File: config.mk
export PLATFORM = sky130hd
export DESIGN_NAME = free_list_bank
export DESIGN_NICKNAME = d
export VERILOG_FILES = /design/src/rtl/core_types_pkg.sv /design/src/rtl/free_list_bank.sv
export SDC_FILE = /design/constraint.sdc
export NUM_CORES = 1
export LEC_CHECK = 0
export BUFFER_PORTS_ARGS = -buffer_cell sky130_fd_sc_hd__buf_4
export CELL_PAD_IN_SITES_DETAIL_PLACEMENT = 2
export CELL_PAD_IN_SITES_GLOBAL_PLACEMENT = 2
export CORE_UTILIZATION = 41
export CTS_CLUSTER_DIAMETER = 40
export CTS_CLUSTER_SIZE = 8
export DETAILED_ROUTE_END_ITERATION = 8
export PLACE_DENSITY_LB_ADDON = 0.1
export SLEW_MARGIN = 20
export SYNTH_ARGS = -nofsm -noshare
export SYNTH_HDL_FRONTEND = slang
export SYNTH_SLANG_ARGS = --single-unit
File: constraint.sdc
create_clock -name CLK -period 2.7 [get_ports CLK]
set_clock_uncertainty 0.1 [all_clocks]
set_input_delay 0.405 -clock CLK [delete_from_list [all_inputs] [get_ports CLK]]
set_output_delay 0.405 -clock CLK [all_outputs]
set_load 0.005 [all_outputs]
File: src/rtl/core_types_pkg.sv
// core_types_pkg: shared core sizing constants for the physical register file and free lists
package core_types_pkg;
  localparam int PRF_BANK_COUNT                = 4;
  localparam int LOG_PRF_BANK_COUNT            = 2;
  localparam int FREE_LIST_BANK_COUNT          = 4;
  localparam int FREE_LIST_LENGTH_PER_BANK     = 32;
  localparam int LOG_FREE_LIST_LENGTH_PER_BANK = 5;
  localparam int LOG_PR_COUNT                  = 7;
  localparam int AR_COUNT                      = 8;
  localparam int FREE_LIST_LOWER_THRESHOLD     = 8;
  localparam int FREE_LIST_UPPER_THRESHOLD     = 24;
endpackage

File: src/rtl/free_list_bank.sv
// free_list_bank: per-bank circular free list of physical register rows
// Ports:
//   CLK, nRST                        clock, asynchronous active-low reset
//   enq_valid, enq_PR_by_bank        return a freed row of this bank
//   deq_valid, deq_ready             offer/consume the head row
//   deq_PR_by_bank, deq_PR           head row and full PR index {row, BANK_ID}
//   count                            free entries, 0..32
//   under_threshold, over_threshold  occupancy watermarks
//   overflow_error                   sticky, set by an enqueue that could not be accepted
module free_list_bank
  import core_types_pkg::*;
#(
  parameter int BANK_ID = 0
) (
  input  logic                                   CLK,
  input  logic                                   nRST,
  input  logic                                   enq_valid,
  input  logic [LOG_FREE_LIST_LENGTH_PER_BANK-1:0] enq_PR_by_bank,
  output logic                                   deq_valid,
  input  logic                                   deq_ready,
  output logic [LOG_FREE_LIST_LENGTH_PER_BANK-1:0] deq_PR_by_bank,
  output logic [LOG_PR_COUNT-1:0]                deq_PR,
  output logic [LOG_FREE_LIST_LENGTH_PER_BANK:0] count,
  output logic                                   under_threshold,
  output logic                                   over_threshold,
  output logic                                   overflow_error
);
  localparam int ROW_W = LOG_FREE_LIST_LENGTH_PER_BANK;
  localparam int PTR_W = ROW_W + 1;
  localparam int INIT  = FREE_LIST_LENGTH_PER_BANK - AR_COUNT;
  localparam logic [LOG_PRF_BANK_COUNT-1:0] BANK = LOG_PRF_BANK_COUNT'(BANK_ID);

  logic [ROW_W-1:0] r_entries [FREE_LIST_LENGTH_PER_BANK];
  logic [PTR_W-1:0] r_head;
  logic [PTR_W-1:0] r_tail;
  logic             r_overflow;
  logic             w_full;
  logic             w_deq;
  logic             w_enq;

  // pointer MSB is the wrap bit, so the modular difference covers 0..32
  assign count           = r_tail - r_head;
  assign w_full          = count == PTR_W'(FREE_LIST_LENGTH_PER_BANK);
  assign deq_valid       = count != '0;
  assign deq_PR_by_bank  = r_entries[r_head[ROW_W-1:0]];
  assign deq_PR          = {deq_PR_by_bank, BANK};
  assign under_threshold = count < PTR_W'(FREE_LIST_LOWER_THRESHOLD);
  assign over_threshold  = count >= PTR_W'(FREE_LIST_UPPER_THRESHOLD);
  assign overflow_error  = r_overflow;
  assign w_deq           = deq_valid & deq_ready;
  // a same-cycle dequeue frees the slot the enqueue lands in, so full only blocks a lone enqueue
  assign w_enq           = enq_valid & (~w_full | w_deq);

  always_ff @(posedge CLK or negedge nRST)
    if (!nRST) begin
      // rows 0..AR_COUNT-1 hold the initial architectural mappings and are not free
      for (int i = 0; i < FREE_LIST_LENGTH_PER_BANK; i++)
        r_entries[i] <= i < INIT ? ROW_W'(i + AR_COUNT) : '0;
      r_head     <= '0;
      r_tail     <= PTR_W'(INIT);
      r_overflow <= 1'b0;
    end else begin
      if (w_enq) r_entries[r_tail[ROW_W-1:0]] <= enq_PR_by_bank;
      if (w_enq) r_tail <= r_tail + PTR_W'(1);
      if (w_deq) r_head <= r_head + PTR_W'(1);
      if (enq_valid & ~w_enq) r_overflow <= 1'b1;
    end
endmodule

==> Yosys cells after proc, flatten, opt, wreduce, memory -nomap -nowiden <==
Index checks and enable logic that the tools add are counted.
{ "classes": {"n_addsub": 3, "order_cmp": 5, "eq_ne": 1, "mux": 6, "bitwise": 8, "n_reduce_logical": 2} }
{ "op_table": {"columns": ["cell", "count"], "rows": [
  ["160-bit bitwise mux", 1],
  ["5-bit binary-select mux with 5-bit select", 1],
  ["5-bit demux with 5-bit select", 1],
  ["5-bit two-way mux", 3],
  ["6-bit by 1-bit adder with 6-bit output, second input constant", 2],
  ["6-bit greater-or-equal comparator, second input constant", 2],
  ["5-bit NOT with 6-bit output", 2],
  ["6-bit == test, second input constant", 1],
  ["6-bit by 5-bit greater-or-equal comparator with 1-bit output, second input constant", 1],
  ["6-bit by 1-bit < comparator with 1-bit output, second input constant", 1],
  ["6-bit by 4-bit < comparator with 1-bit output, second input constant", 1],
  ["6-bit nonzero test", 1],
  ["6-bit subtractor", 1],
  ["1-bit AND", 3],
  ["1-bit NOT", 2],
  ["1-bit logical AND", 1],
  ["1-bit OR", 1]
]} }
{ "totals": {"regBits": 173, "in_bits": 9, "output_inout_bits": 22, "wordCells": 60} }

==> Longest topological paths before layout <==
{ "depth": {"depth_word": 7, "ltp_mapped": 14, "depth_no_buf": 9} }

==> Worst setup path after synthesis <==
OpenSTA, ideal clock, no wires.
{ "synth_path": {"kind": "reg-to-output", "from": "reg r_head[4]", "to": "out over_threshold", "arrival_ps": 2438, "t_required_ps": 2195, "path_slack_ps": -243, "stages_incl_launch_ff": 11, "cell_sequence": "dfrtp_1 inv_1 buf_1 ha_1 and2_1 o21a_1 a31oi_1 and2_4 buf_6 buf_2 o21ai_0"} }
{ "synth_via": {"elab_chain_len": 2} }
{ "synth_rtl": {"columns": ["element", "line", "rtl"], "rows": [
  ["start: declaration", "free_list_bank.sv:34", "logic [PTR_W-1:0] r_head;"],
  ["start signal: assignment", "free_list_bank.sv:65", "if (w_deq) r_head <= r_head + PTR_W'(1);"],
  ["6-bit subtractor", "free_list_bank.sv:42", "assign count = r_tail - r_head;"],
  ["6-bit by 5-bit greater-or-equal comparator with 1-bit output", "free_list_bank.sv:48", "assign over_threshold = count >= PTR_W'(FREE_LIST_UPPER_THRESHOLD);"],
  ["end: declaration", "free_list_bank.sv:25", "output logic over_threshold,"]
]} }
No other way between the ends.

==> Worst setup path in the final report <==
{ "layout_path": {"from": "reg r_head[0]", "to": "out deq_PR[2]"} }
{ "layout_via": {"elab_chain_len": 4} }
{ "layout_rtl": {"columns": ["element", "line", "rtl"], "rows": [
  ["5-bit NOT with 6-bit output (implied by the code)", "free_list_bank.sv:45", "assign deq_PR_by_bank = r_entries[r_head[ROW_W-1:0]];"],
  ["5-bit binary-select mux with 5-bit select", "free_list_bank.sv:45", null],
  ["5-bit two-way mux (implied by the code) (2 in series)", "free_list_bank.sv:45", null],
  ["end: declaration", "free_list_bank.sv:22", "output logic [LOG_PR_COUNT-1:0] deq_PR,"]
]} }
No other way between the ends. The select of a mux whose other input is x is not followed.

==> results.cfg <==
[floorplan]
rows = 53
fp.dieW_um = 150
start_util_pct = 42.3
die_height_um = 150
die_area_sq_um = 22600
ioPinCount = 31
core_region_area_sq_um = 21300

[detailed_routing]
drt_first_pass_iters = 6
antenna_left = 0
drc_errors = 0
dr_total_vias = 7425
wl_per_cell_um = 38.2
routed_wl_mm = 39.0
vias_per_cell = 7.27
drt_iter0_drc = 687

[sta]
maxSlewHeadroom_pct = 36.9
period_share_pct = 115
hold_viol = 0
setup_violations = 174
worst_pin_slew_ns = 0.947
finalMaxSlewViolations = 0
holdWs_ns = 0.241
setup_tns_ns = -33.10
rsz0062_at_grt = true
setup_ws_ns = -0.412
min_period_ns = 3.11
fmax_mhz = 321

[critical_path]
r2r_start = r_head[0]
startpoint = r_head[0]
setup.worst_path.end_class = primary output
cp.required_ns = 2.19
crit_fanout = 8
cp.arrival_ns = 2.61
critical_path_class = reg2out
cp-start-kind = flop

[cells_and_area]
area_growth_pct = 27.4
antennaDiodeCount = 0
drive_gt1_share_pct = 49.3
layout_commonest_cell = a32o_1
final_cell_mix = 148 x a32o_1, 101 x dfrtp_1, 81 x buf_4, 70 x dfstp_2, 50 x mux4_2
fillers = 1885
seqCellArea_sq_um = 4420
multiInputGateArea_sq_um = 4330
nets = 754

[clock_network]
clock-sinks = 173
cts_made_buffers = 17
worstSkewPairLatency_ns = 0.43
clk_path_buf_depth = 2
cts_root_buf = clkbuf_16
cts.clk_slew.worst_paths_ns = 0.07
h-tree-depth = 4
cts_tree = yes

[run_status]
status = finished with violations
violations = setup timing

[global_routing]
grt_max_degree = 64
grt_pass1_wl_mm = 56.7
gr-usage-all-layers_pct = 36.1
grt_pass1_vias = 8028
gr-total-overflow = 0
grt_antenna_before_repair = 0

[job]
maxCapViolations = 0

[synth]
synth_edf_count = 0
yosysWarningCount = 0
yosys_most_used_dff = dfrtp_1
synth_cells = 664
syn_area_sq_um = 9010
syn_avg_cell_area_sq_um = 13.6
yosysSeqAreaShare_pct = 49.0
synth_cell_type_count = 41
async_reset_ff_share_pct = 100
ys_seq_elements = 173

[placed_design]
post-place-ws_ns = -0.131
place_congestion = 0.840
port_buffers = 28
dp_hpwl_mm = 20.7

[pwr]
p_leak_nw = 4.70
p_per_area_nw_per_um2 = 1490
ir_drop_v = 0.000995

[worst_hold_path]
hp-class = in2reg
min_from = deq_ready
==> final cells by class <==
cell class | count | share of cell area, %
Timing Repair Buffer | 141 | 15.2
Clock inverter | 14 | 1.35
Sequential cell | 173 | 38.5
Inverter | 12 | 0.501
Clock buffer | 18 | 3.74
Tap cell | 275 | 3.00
Multi-Input combinational cell | 389 | 37.7
==> final timing paths <==
path                                        to  slack (ns)  cells past startpoint
min in group asynchronous            r_head[5]        0.43                      2
worst min-delay path                 r_head[4]        0.24                      3
worst min register to register  overflow_error        0.37                      1
worst max-delay path                 deq_PR[2]       -0.41                      7
max in group asynchronous        r_entries[98]        1.18                      3
worst max register to register   r_entries[30]       -0.29                     12
==> routing by layer <==
layer | routed length, um | track usage [%] | vias to the layer above
met5 | 0 | 0 | -
met4 | 1930 | 19.0 | 0
met3 | 3130 | 9.24 | 108
met2 | 19100 | 58.5 | 439
met1 | 14900 | 44.4 | 4023
li1 | - | - | 2855
==> kinds of logic after synthesis <==
group	share of synthesized area [%]
XOR/XNOR	1.26
flip-flops	49.0
other	0.0416
adder cells (fa/ha/maj)	1.61
AND/OR/NAND/NOR	5.66
buffers and inverters	6.02
multiplexers	12.7
AO/OA/AOI/OAI	23.7
==> critical path, cell delays in order (launching register included) <==
cell and delay (ns):
dfrtp_2 0.39, buf_12 0.19, buf_12 0.16, mux4_2 0.55
mux4_2 0.57, nand2_2 0.11, nand2_4 0.08, buf_6 0.12
==> registers in the layout, summed over array words and instances (netlist names) <==
register / cells
overflow_error: 1
r_head: 6
r_entries: 160
r_tail: 6
==> metrics by stage <==
step,power [mW],std cells,utilization [%],instance area [sq um]
floorplan,9.32,665,-,9020
global placement,11.7,950,45.9,9760
detailed placement,12.1,950,45.9,9760
CTS,16.4,1020,53.6,11400
global route,17.7,1022,53.9,11500
finish,17.1,1022,53.9,11500
==> timing repair <==
item                                   in CTS  in global routing
endpoints found under the hold margin      37                  0
pin swaps                                  15                 15
buffers inserted                           19                  4
gates resized for setup                    93                 31
hold buffers                                1                  0
setup endpoints to repair                 177                182
cloned                                     18                  0
==> Yosys cell counts (2+ instances only) <==
cell type  count  share of area (%)
mux4_2        50                 12
inv_1         11               0.46
o21ai_0       14               0.78
a21oi_1        3               0.17
dfstp_2       70                 20
buf_6         14                1.7
nand2_1       22               0.92
buf_2          9               0.50
buf_4          8               0.67
buf_1         22               0.92
or2_2          2               0.14
nor2_1        11               0.46
o21ai_2        6               0.58
ha_1          10                1.4
and2_1         9               0.62
xnor2_1       11                1.1
nor3_1        19                1.1
o211ai_1       6               0.50
a32o_1       160                 18
nor2b_1        2               0.14
o2111ai_1      8               0.78
xor2_1         2               0.19
nand2b_1       5               0.35
dfrtp_1      103                 29
clkbuf_1      38                1.6
and3_1        24                1.7
mux2_2         2               0.25
o2111ai_4      9                2.6
o21ai_1        2               0.11
==> power by group <==
part	internal (mW)	switching [mW]
Clock	1.31	1.21
Sequential	3.99	0.761
Combinational	4.64	5.23
Total	9.94	7.20
(Power assumes the default switching activity.)
